File: config.mk
export PLATFORM = sky130hd
export DESIGN_NAME = tx_octet_gen
export DESIGN_NICKNAME = d
export VERILOG_FILES = /design/src/rtl/jesd204b_tx_pkg.sv /design/src/rtl/ila_seq_gen.sv /design/src/rtl/tx_octet_gen.sv
export SDC_FILE = /design/constraint.sdc
export NUM_CORES = 1
export LEC_CHECK = 0
export CELL_PAD_IN_SITES_DETAIL_PLACEMENT = 1
export CELL_PAD_IN_SITES_GLOBAL_PLACEMENT = 2
export CORE_ASPECT_RATIO = 1.75
export CORE_MARGIN = 2
export CORE_UTILIZATION = 29
export DETAILED_ROUTE_END_ITERATION = 12
export PLACE_DENSITY = 0.95
export SLEW_MARGIN = 20
export SYNTH_ARGS = -nofsm -noshare
export SYNTH_HDL_FRONTEND = slang
export SYNTH_SLANG_ARGS = --single-unit
File: constraint.sdc
create_clock -name clk -period 9.4 [get_ports clk]
set_clock_uncertainty 0.15 [all_clocks]
set_input_delay 0.94 -clock clk [delete_from_list [all_inputs] [get_ports clk]]
set_output_delay 0.94 -clock clk [all_outputs]
set_load 0.05 [all_outputs]
File: src/rtl/jesd204b_tx_pkg.sv
// Shared JESD204B TX definitions: control characters, link-mux encodings and
// the octet-generator FSM state type.
package jesd204b_tx_pkg;

  localparam int unsigned OCTET_W    = 8;
  localparam int unsigned MUX_W      = 3;
  localparam int unsigned F_W        = 8;
  localparam int unsigned K_W        = 5;
  localparam int unsigned MF_CNT_W   = 13;
  localparam int unsigned FK_W       = 14;
  localparam int unsigned MF_IDX_W   = 2;
  localparam int unsigned CFG_OCTETS = 14;
  localparam int unsigned CFG_W      = CFG_OCTETS * OCTET_W;

  localparam logic [OCTET_W-1:0] CHAR_K = 8'hBC;
  localparam logic [OCTET_W-1:0] CHAR_R = 8'h1C;
  localparam logic [OCTET_W-1:0] CHAR_A = 8'h7C;
  localparam logic [OCTET_W-1:0] CHAR_Q = 8'h9C;
  localparam logic [OCTET_W-1:0] CHAR_F = 8'hFC;

  localparam logic [MUX_W-1:0] SEND_USER_DATA = 3'd0;
  localparam logic [MUX_W-1:0] SEND_K         = 3'd1;
  localparam logic [MUX_W-1:0] SEND_LANE_SEQ  = 3'd2;

  typedef enum logic [1:0] {
    K_SEND   = 2'd0,
    ILA_WAIT = 2'd1,
    ILA      = 2'd2,
    DATA     = 2'd3
  } tx_state_e;

  // One encoder-bound character: octet plus control flag.
  typedef struct packed {
    logic                is_k;
    logic [OCTET_W-1:0]  data;
  } tx_char_t;

endpackage

File: src/rtl/ila_seq_gen.sv
// Combinational ILA octet lookup from multiframe index, octet position within
// the multiframe, last multiframe position and the 14 link configuration octets.
module ila_seq_gen
  import jesd204b_tx_pkg::*;
(
  input  logic [MF_IDX_W-1:0] mf_idx,
  input  logic [MF_CNT_W-1:0] oct_in_mf,
  input  logic [MF_CNT_W-1:0] mf_last,
  input  logic [CFG_W-1:0]    cfg_octets,
  output tx_char_t            ila_char_c
);

  logic [3:0] cfg_idx;

  always_comb begin
    cfg_idx    = 4'(oct_in_mf - MF_CNT_W'(2));
    ila_char_c = '{is_k: 1'b0, data: oct_in_mf[OCTET_W-1:0]};
    if (oct_in_mf == '0) begin
      ila_char_c = '{is_k: 1'b1, data: CHAR_R};
    end else if (oct_in_mf == mf_last) begin
      ila_char_c = '{is_k: 1'b1, data: CHAR_A};
    end else if (mf_idx == MF_IDX_W'(1) && oct_in_mf == MF_CNT_W'(1)) begin
      ila_char_c = '{is_k: 1'b1, data: CHAR_Q};
    end else if (mf_idx == MF_IDX_W'(1) && oct_in_mf <= MF_CNT_W'(15)) begin
      // Positions 2..15 of the second multiframe carry config octets 0..13.
      ila_char_c = '{is_k: 1'b0, data: cfg_octets[{cfg_idx, 3'b000} +: OCTET_W]};
    end
  end

endmodule

File: src/rtl/tx_octet_gen.sv
// Per-lane TX octet generator: /K/, ILA multiframes or user data toward the
// 8b/10b encoder. Optional character replacement under TX_CHAR_REPLACE_EN.
module tx_octet_gen
  import jesd204b_tx_pkg::*;
(
  input  logic               clk,
  input  logic               rst_n,
  input  logic               frame_clk,
  input  logic               lmfc_clk,
  input  logic [MUX_W-1:0]   i_link_mux,
  input  logic [F_W-1:0]     i_F,
  input  logic [K_W-1:0]     i_K,
  input  logic [OCTET_W-1:0] i_user_octet,
  input  logic [CFG_W-1:0]   i_cfg_octets,
  output logic               o_user_ready,
  output logic [OCTET_W-1:0] o_octet,
  output logic               o_is_k
);

  tx_state_e             state_q, state_d;
  logic [MF_IDX_W-1:0]   m_q, m_d;
  logic [F_W-1:0]        frm_q, oct_in_frame;
  logic [MF_CNT_W-1:0]   mf_q, oct_in_mf, mf_last;
  logic [FK_W-1:0]       fk;
  logic                  eof, eomf;
  tx_char_t              ila_char_c, data_char, out_d, out_q;

  assign o_user_ready = (i_link_mux == SEND_USER_DATA);

  // Position of the octet in the current cycle; strobes realign the counters.
  assign fk           = (FK_W'(i_F) + FK_W'(1)) * (FK_W'(i_K) + FK_W'(1));
  assign mf_last      = MF_CNT_W'(fk - FK_W'(1));
  assign oct_in_frame = frame_clk ? '0 : frm_q + F_W'(1);
  assign oct_in_mf    = lmfc_clk ? '0 : mf_q + MF_CNT_W'(1);
  assign eof          = (oct_in_frame == i_F);
  assign eomf         = (oct_in_mf == mf_last);

  // The decided state already governs the octet emitted this cycle.
  always_comb begin
    state_d = state_q;
    m_d     = m_q;
    case (i_link_mux)
      SEND_USER_DATA: state_d = DATA;
      SEND_LANE_SEQ: begin
        if (state_q == ILA) begin
          if (lmfc_clk && m_q != MF_IDX_W'(2)) begin
            m_d = m_q + MF_IDX_W'(1);
          end
        end else if (lmfc_clk) begin
          state_d = ILA;
          m_d     = '0;
        end else begin
          state_d = ILA_WAIT;
        end
      end
      SEND_K:  state_d = K_SEND;
      default: state_d = K_SEND;
    endcase
  end

  ila_seq_gen u_ila_seq_gen (
    .mf_idx     (m_d),
    .oct_in_mf  (oct_in_mf),
    .mf_last    (mf_last),
    .cfg_octets (i_cfg_octets),
    .ila_char_c (ila_char_c)
  );

`ifdef TX_CHAR_REPLACE_EN
  logic [OCTET_W-1:0] hist_q;
  logic               hist_vld_q;

  // Compare against the original octet from the last end-of-frame in DATA.
  always_comb begin
    data_char = '{is_k: 1'b0, data: i_user_octet};
    if (hist_vld_q && i_user_octet == hist_q) begin
      if (eomf) begin
        data_char = '{is_k: 1'b1, data: CHAR_A};
      end else if (eof) begin
        data_char = '{is_k: 1'b1, data: CHAR_F};
      end
    end
  end

  always_ff @(posedge clk or negedge rst_n) begin
    if (!rst_n) begin
      hist_q     <= '0;
      hist_vld_q <= 1'b0;
    end else if (state_d != DATA) begin
      hist_vld_q <= 1'b0;
    end else if (eof) begin
      hist_q     <= i_user_octet;
      hist_vld_q <= 1'b1;
    end
  end
`else
  logic unused_pos;

  assign data_char  = '{is_k: 1'b0, data: i_user_octet};
  assign unused_pos = eof ^ eomf;
`endif

  always_comb begin
    out_d = '{is_k: 1'b1, data: CHAR_K};
    case (state_d)
      ILA:     out_d = ila_char_c;
      DATA:    out_d = data_char;
      default: out_d = '{is_k: 1'b1, data: CHAR_K};
    endcase
  end

  always_ff @(posedge clk or negedge rst_n) begin
    if (!rst_n) begin
      state_q <= K_SEND;
      m_q     <= '0;
      frm_q   <= '0;
      mf_q    <= '0;
      out_q   <= '{is_k: 1'b1, data: CHAR_K};
    end else begin
      state_q <= state_d;
      m_q     <= m_d;
      frm_q   <= oct_in_frame;
      mf_q    <= oct_in_mf;
      out_q   <= out_d;
    end
  end

  assign o_octet = out_q.data;
  assign o_is_k  = out_q.is_k;

endmodule

After elaboration in Yosys (flattened, before gate mapping)

Cells that the tools add are included.

Output and inout bits: 10
Flip-flop bits (word level): 26
Word-level logic and storage cells: 40
Input bits: 140

Muxes and demuxes: 13
Equality and inequality tests: 8
Reductions and logical operators: 5
Order comparisons: 1
Add/sub/neg operators: 6
Shift-type cells: 1
Multipliers: 1

Operators by type and width:

| kind                  | count |
|---|---|
| $shiftx 112x8->8      | 1 |
| $mux 9                | 3 |
| $pmux 9 s2            | 1 |
| $add 13x1->13 const B | 1 |
| $eq 13x1->1 const B   | 1 |
| $eq 13x13->1          | 1 |
| $le 13x4->1 const B   | 1 |
| $logic_not 13->1      | 1 |
| $mul 9x6->13          | 1 |
| $mux 13               | 1 |
| $sub 13x1->13 const B | 1 |
| $mux 2                | 6 |
| $add 8x1->9 const B   | 1 |
| $mux 8                | 1 |
| $add 5x1->6 const B   | 1 |
| $eq 2x2->1 const B    | 3 |
| $pmux 2 s2            | 1 |
| $sub 4x2->4 const B   | 1 |
| $eq 3x2->1 const B    | 1 |
| $logic_and 1x1->1     | 3 |
| $logic_not 3->1       | 1 |
| $add 2x1->2 const B   | 1 |
| $eq 2x1->1 const B    | 1 |
| $ne 2x2->1 const B    | 1 |

Depth between registers and ports, before layout

Depth after elaboration: 12
Mapped depth: 21
Mapped depth without buffers: 19

By module

From an unflattened synthesis, not the netlist that was laid out.

Cell total of the unflattened synthesis: 490
Area total of the unflattened synthesis: 4530.6 µm²

Modules (own cells, without submodules):

| module       | times used | area each (µm²) | cells each | sequential area each (µm²) |
|---|---|---|---|---|
| tx_octet_gen | 1          | 3115.5          | 351        | 658.1 |
| ila_seq_gen  | 1          | 1415.1          | 139        | 0.0 |

Least setup slack after synthesis

No wires, ideal clock.

Kind: input-to-reg
From: input i_K[0]
To: register out_q, in the netlist o_octet[0]
Required time: 9127 ps
Cell stages on the path: 19
Arrival time: 6774 ps
Path buffers: 2
Setup time: 123 ps
Setup slack: 2353 ps
Cell sequence: clkbuf_1 > nand3_1 > xnor2_1 > nand2_1 > fa_1 > fa_1 > fa_1 > inv_1 > fa_1 > ha_1 > a21o_1 > a221oi_1 > nand2_1 > a221o_1 > xnor2_1 > or4_1 > or4_1 > buf_2 > a32o_1

RTL lines:

| item                 | line                | source |
|---|---|---|
| from (decl)          | tx_octet_gen.sv:12  | `input logic [K_W-1:0] i_K,` |
| to (signal assigned) | tx_octet_gen.sv:118 | `out_q <= '{is_k: 1'b1, data: CHAR_K};` |
| to (signal assigned) | tx_octet_gen.sv:124 | `out_q <= out_d;` |
| to (decl)            | tx_octet_gen.sv:26  | `tx_char_t ila_char_c, data_char, out_d, out_q;` |

==> impl_metrics.yaml <==
power_and_ir_drop:
  power_leakage_uw: 0.002534
  ir_worst_vdd_uv: 91.09
  p_per_area_nw_per_um2: 172.3
cells_and_area:
  antenna_cells: 0
  nets: 881
  drive_gt1_frac: 0.05170
  area_growth_pct: 38.72
  post-route-util: 0.4089
sta:
  maxSlewViolCount: 0
  hold_violations: 0
  fin_tns_setup_ns: 0
  relSlewSlack: 0.3263
  worst_slew_pin_slew_ns: 1.003
  finalSetupViolCount: 0
  fin_crit_sh: 0.8697
  max_freq_mhz: 122.3
  post-route-min-period_ns: 8.175
  rsz0062_at_grt: "false"
cts:
  cts.path.max_buffers: 2
  cts-resized-gates: 0
  clock_sinks: 26
  clk_pin_slew_ns: 0.07
  cts_hold_buf: 0
  cts_setup_buffers: 0
  numCtsBuffers: 3
  cts.htree.levels: 1
  cts_tree: "done"
  cts_root_buf: "clkbuf_16"
  clkLatencyLatePin_ns: 0.27
worst_setup_path:
  cp_max_fo: 12
  end_kind: "flop"
  arrival_ns: 8.18
  path_cells: "clkdlybuf4s50_1 -> nand3_1 -> xnor2_1 -> nand2_1 -> fa_1 -> fa_1 -> fa_1 -> inv_1 -> fa_1 -> ha_1 -> a21o_1 -> a221oi_1 -> nand2_1 -> a221o_1 -> xnor2_1 -> or4_1 -> or4_1 -> a32o_1"
  cp_common_cell: "fa_1"
  cp_slowest_cell: "clkdlybuf4s50_1"
  crit_family: "adder cells"
  reg2reg_slack_ns: 4.89
  slowest_delay_ns: 0.77
  criticalPathCategory: "in2reg"
  start_kind: "input pin"
  cp_num_buf_inv: 2
  required_ns: 9.41
global_route:
  antenna_found_initial: 0
  grt_pass1_wl_mm: 27.13
  grt_max_degree: 39
  grt_overflow: 0
  grt_pass1_vias: 5423
  grtUsageTotal: 0.2043
yosys:
  yosysMostFrequentCell: "nand2_1"
  synth_area_leaders: "fa_1 (13%), dfrtp_1 (11%), ha_1 (9.1%), xnor2_1 (6.2%), nand2_1 (5.3%)"
  netlist_instances: 548
  ys_ff_latch: 26
  synthesis.nets: 751
  mappedNetlistArea_um2: 4514
  synthArstFlopShare: 1.000
  yosysWarnings: 0
  yosysSeqAreaShare: 0.1458
  ys.flop_type: "dfrtp_1"
  syn_area_per_cell_um2: 8.238
  yosysTopAreaCell: "fa_1"
  synth_top_area_frac: 0.1330
  yosys-top-cells-count: "nand2_1 (64), inv_1 (36), a21oi_1 (33), ha_1 (33), xnor2_1 (32)"
  synth_edf_count: 0
  ys_types: 64
detailed_routing:
  route.detailed.drc: 0
  dr.pass1.iters: 4
  wl_mm: 17.59
  wl_per_cell_um: 20.38
  viasPerCell: 5.613
  dr.first_iter.drc_count: 123
  num_vias: 4844
  drtAntennaViolNets: 0
hold_path:
  hp-class: "reg2reg"
floorplanning:
  die_x_um: 98.32
  rows: 60
  start_util: 0.2948
  io_pins: 150
  die_h_um: 169.1
  coreArea_um2: 15310
  die_area_um2: 16620
job:
  cap_violations: 0
place:
  hpwlAfterDp_mm: 14.97
  gp_congestion: 0.8692
  io_buffers: 148
run_status:
  run_status: "complete, no violations"
-- power by group --
group / total, uW / leakage [uW] / internal (uW) / switching, uW
Clock: 127 / 0.0000511 / 84.9 / 42.1
Combinational: 830 / 0.00215 / 386 / 444
Sequential: 122 / 0.000337 / 117 / 4.99
-- path summary, 6_finish.rpt --
kind                                   startpoint                    to  cells past startpoint
min in group asynchronous                   rst_n     mf_q[1]$_DFF_PN0_                      2
worst min register to register   m_q[0]$_DFF_PN0_      m_q[0]$_DFF_PN0_                      3
worst max register to register  mf_q[0]$_DFF_PN0_  o_octet[1]$_DFF_PN0_                      7
max in group asynchronous                   rst_n      o_is_k$_DFF_PN1_                      2
worst max-delay path                       i_K[0]  o_octet[1]$_DFF_PN0_                     18
worst min-delay path             m_q[0]$_DFF_PN0_      m_q[0]$_DFF_PN0_                      3
-- through the flow --
step	worst slack, ns	power (uW)	instance area (um2)	cells	hold WS [ns]
global route	0.9694	1179	6262	863	0.4512
finish	1.225	1079	6262	863	0.4271
floorplan	2.353	727.0	4514	548	0.3449
CTS	1.197	1093	6262	863	0.4309
global placement	1.105	917.4	6157	859	0.3640
detailed placement	0.9403	960.5	6157	859	0.4218
-- kinds of logic (layout without fill, tap and decap cells) --
family,after synthesis,in the layout,share of synthesized area
mux,32,32,0.07345
compound gates,144,144,0.2187
xor+xnor,45,45,0.09202
buf+inv,66,195,0.05654
flops,26,26,0.1458
simple gates,172,172,0.1890
fa+ha+maj,63,63,0.2245
-- cell type report --
type	count	area, um2
fillers	1843	9052
well taps	186	232.7
clock buffers	3	75.07
inverters	39	146.4
multi-input cells	456	3608
repair buffers	152	1511
flip-flops and latches	26	658.1
clock inverters	1	30.03
-- sequential cells by signal, indices dropped and copies added, names as in the netlist --
signal,cells
mf_q,13
o_octet,8
m_q,2
state_q,2
o_is_k,1
-- worst min-delay path, cell delays in order (launching register included) --
cell     delay [ns]
dfrtp_1        0.36
nor4_1         0.08
inv_1          0.06
nand2_1        0.04
-- placed cells by master, fill, tap and decap left out, drive strengths merged, types with 5 or more instances in the layout --
cell,synthesis,final
o22ai,9,9
mux2i,23,23
a21oi,33,33
a211oi,6,6
fa,30,30
clkdlybuf4s50,0,148
nor4,5,5
nand2b,5,5
o21ai,29,29
inv,36,36
dfstp,6,6
o221ai,9,9
xnor2,32,32
mux2,9,9
nor2,30,30
or3,6,6
nor2b,12,12
ha,33,33
a2bb2oi,9,9
and3,5,5
nand2,64,64
nand4,7,7
o211ai,7,7
xor2,12,12
nand3,14,14
dfrtp,20,20
a22oi,5,5
nor3,10,10
-- metal layers --
layer  track usage  up-vias  part of all wire
li1              -     2241                 -
met1        0.1865     2341              0.33
met3       0.02271       46             0.055
met4        0.1120        0             0.057
met2        0.4206      216              0.56
met5             0        -                 0
Note: power is estimated with default switching activity, not from simulation.
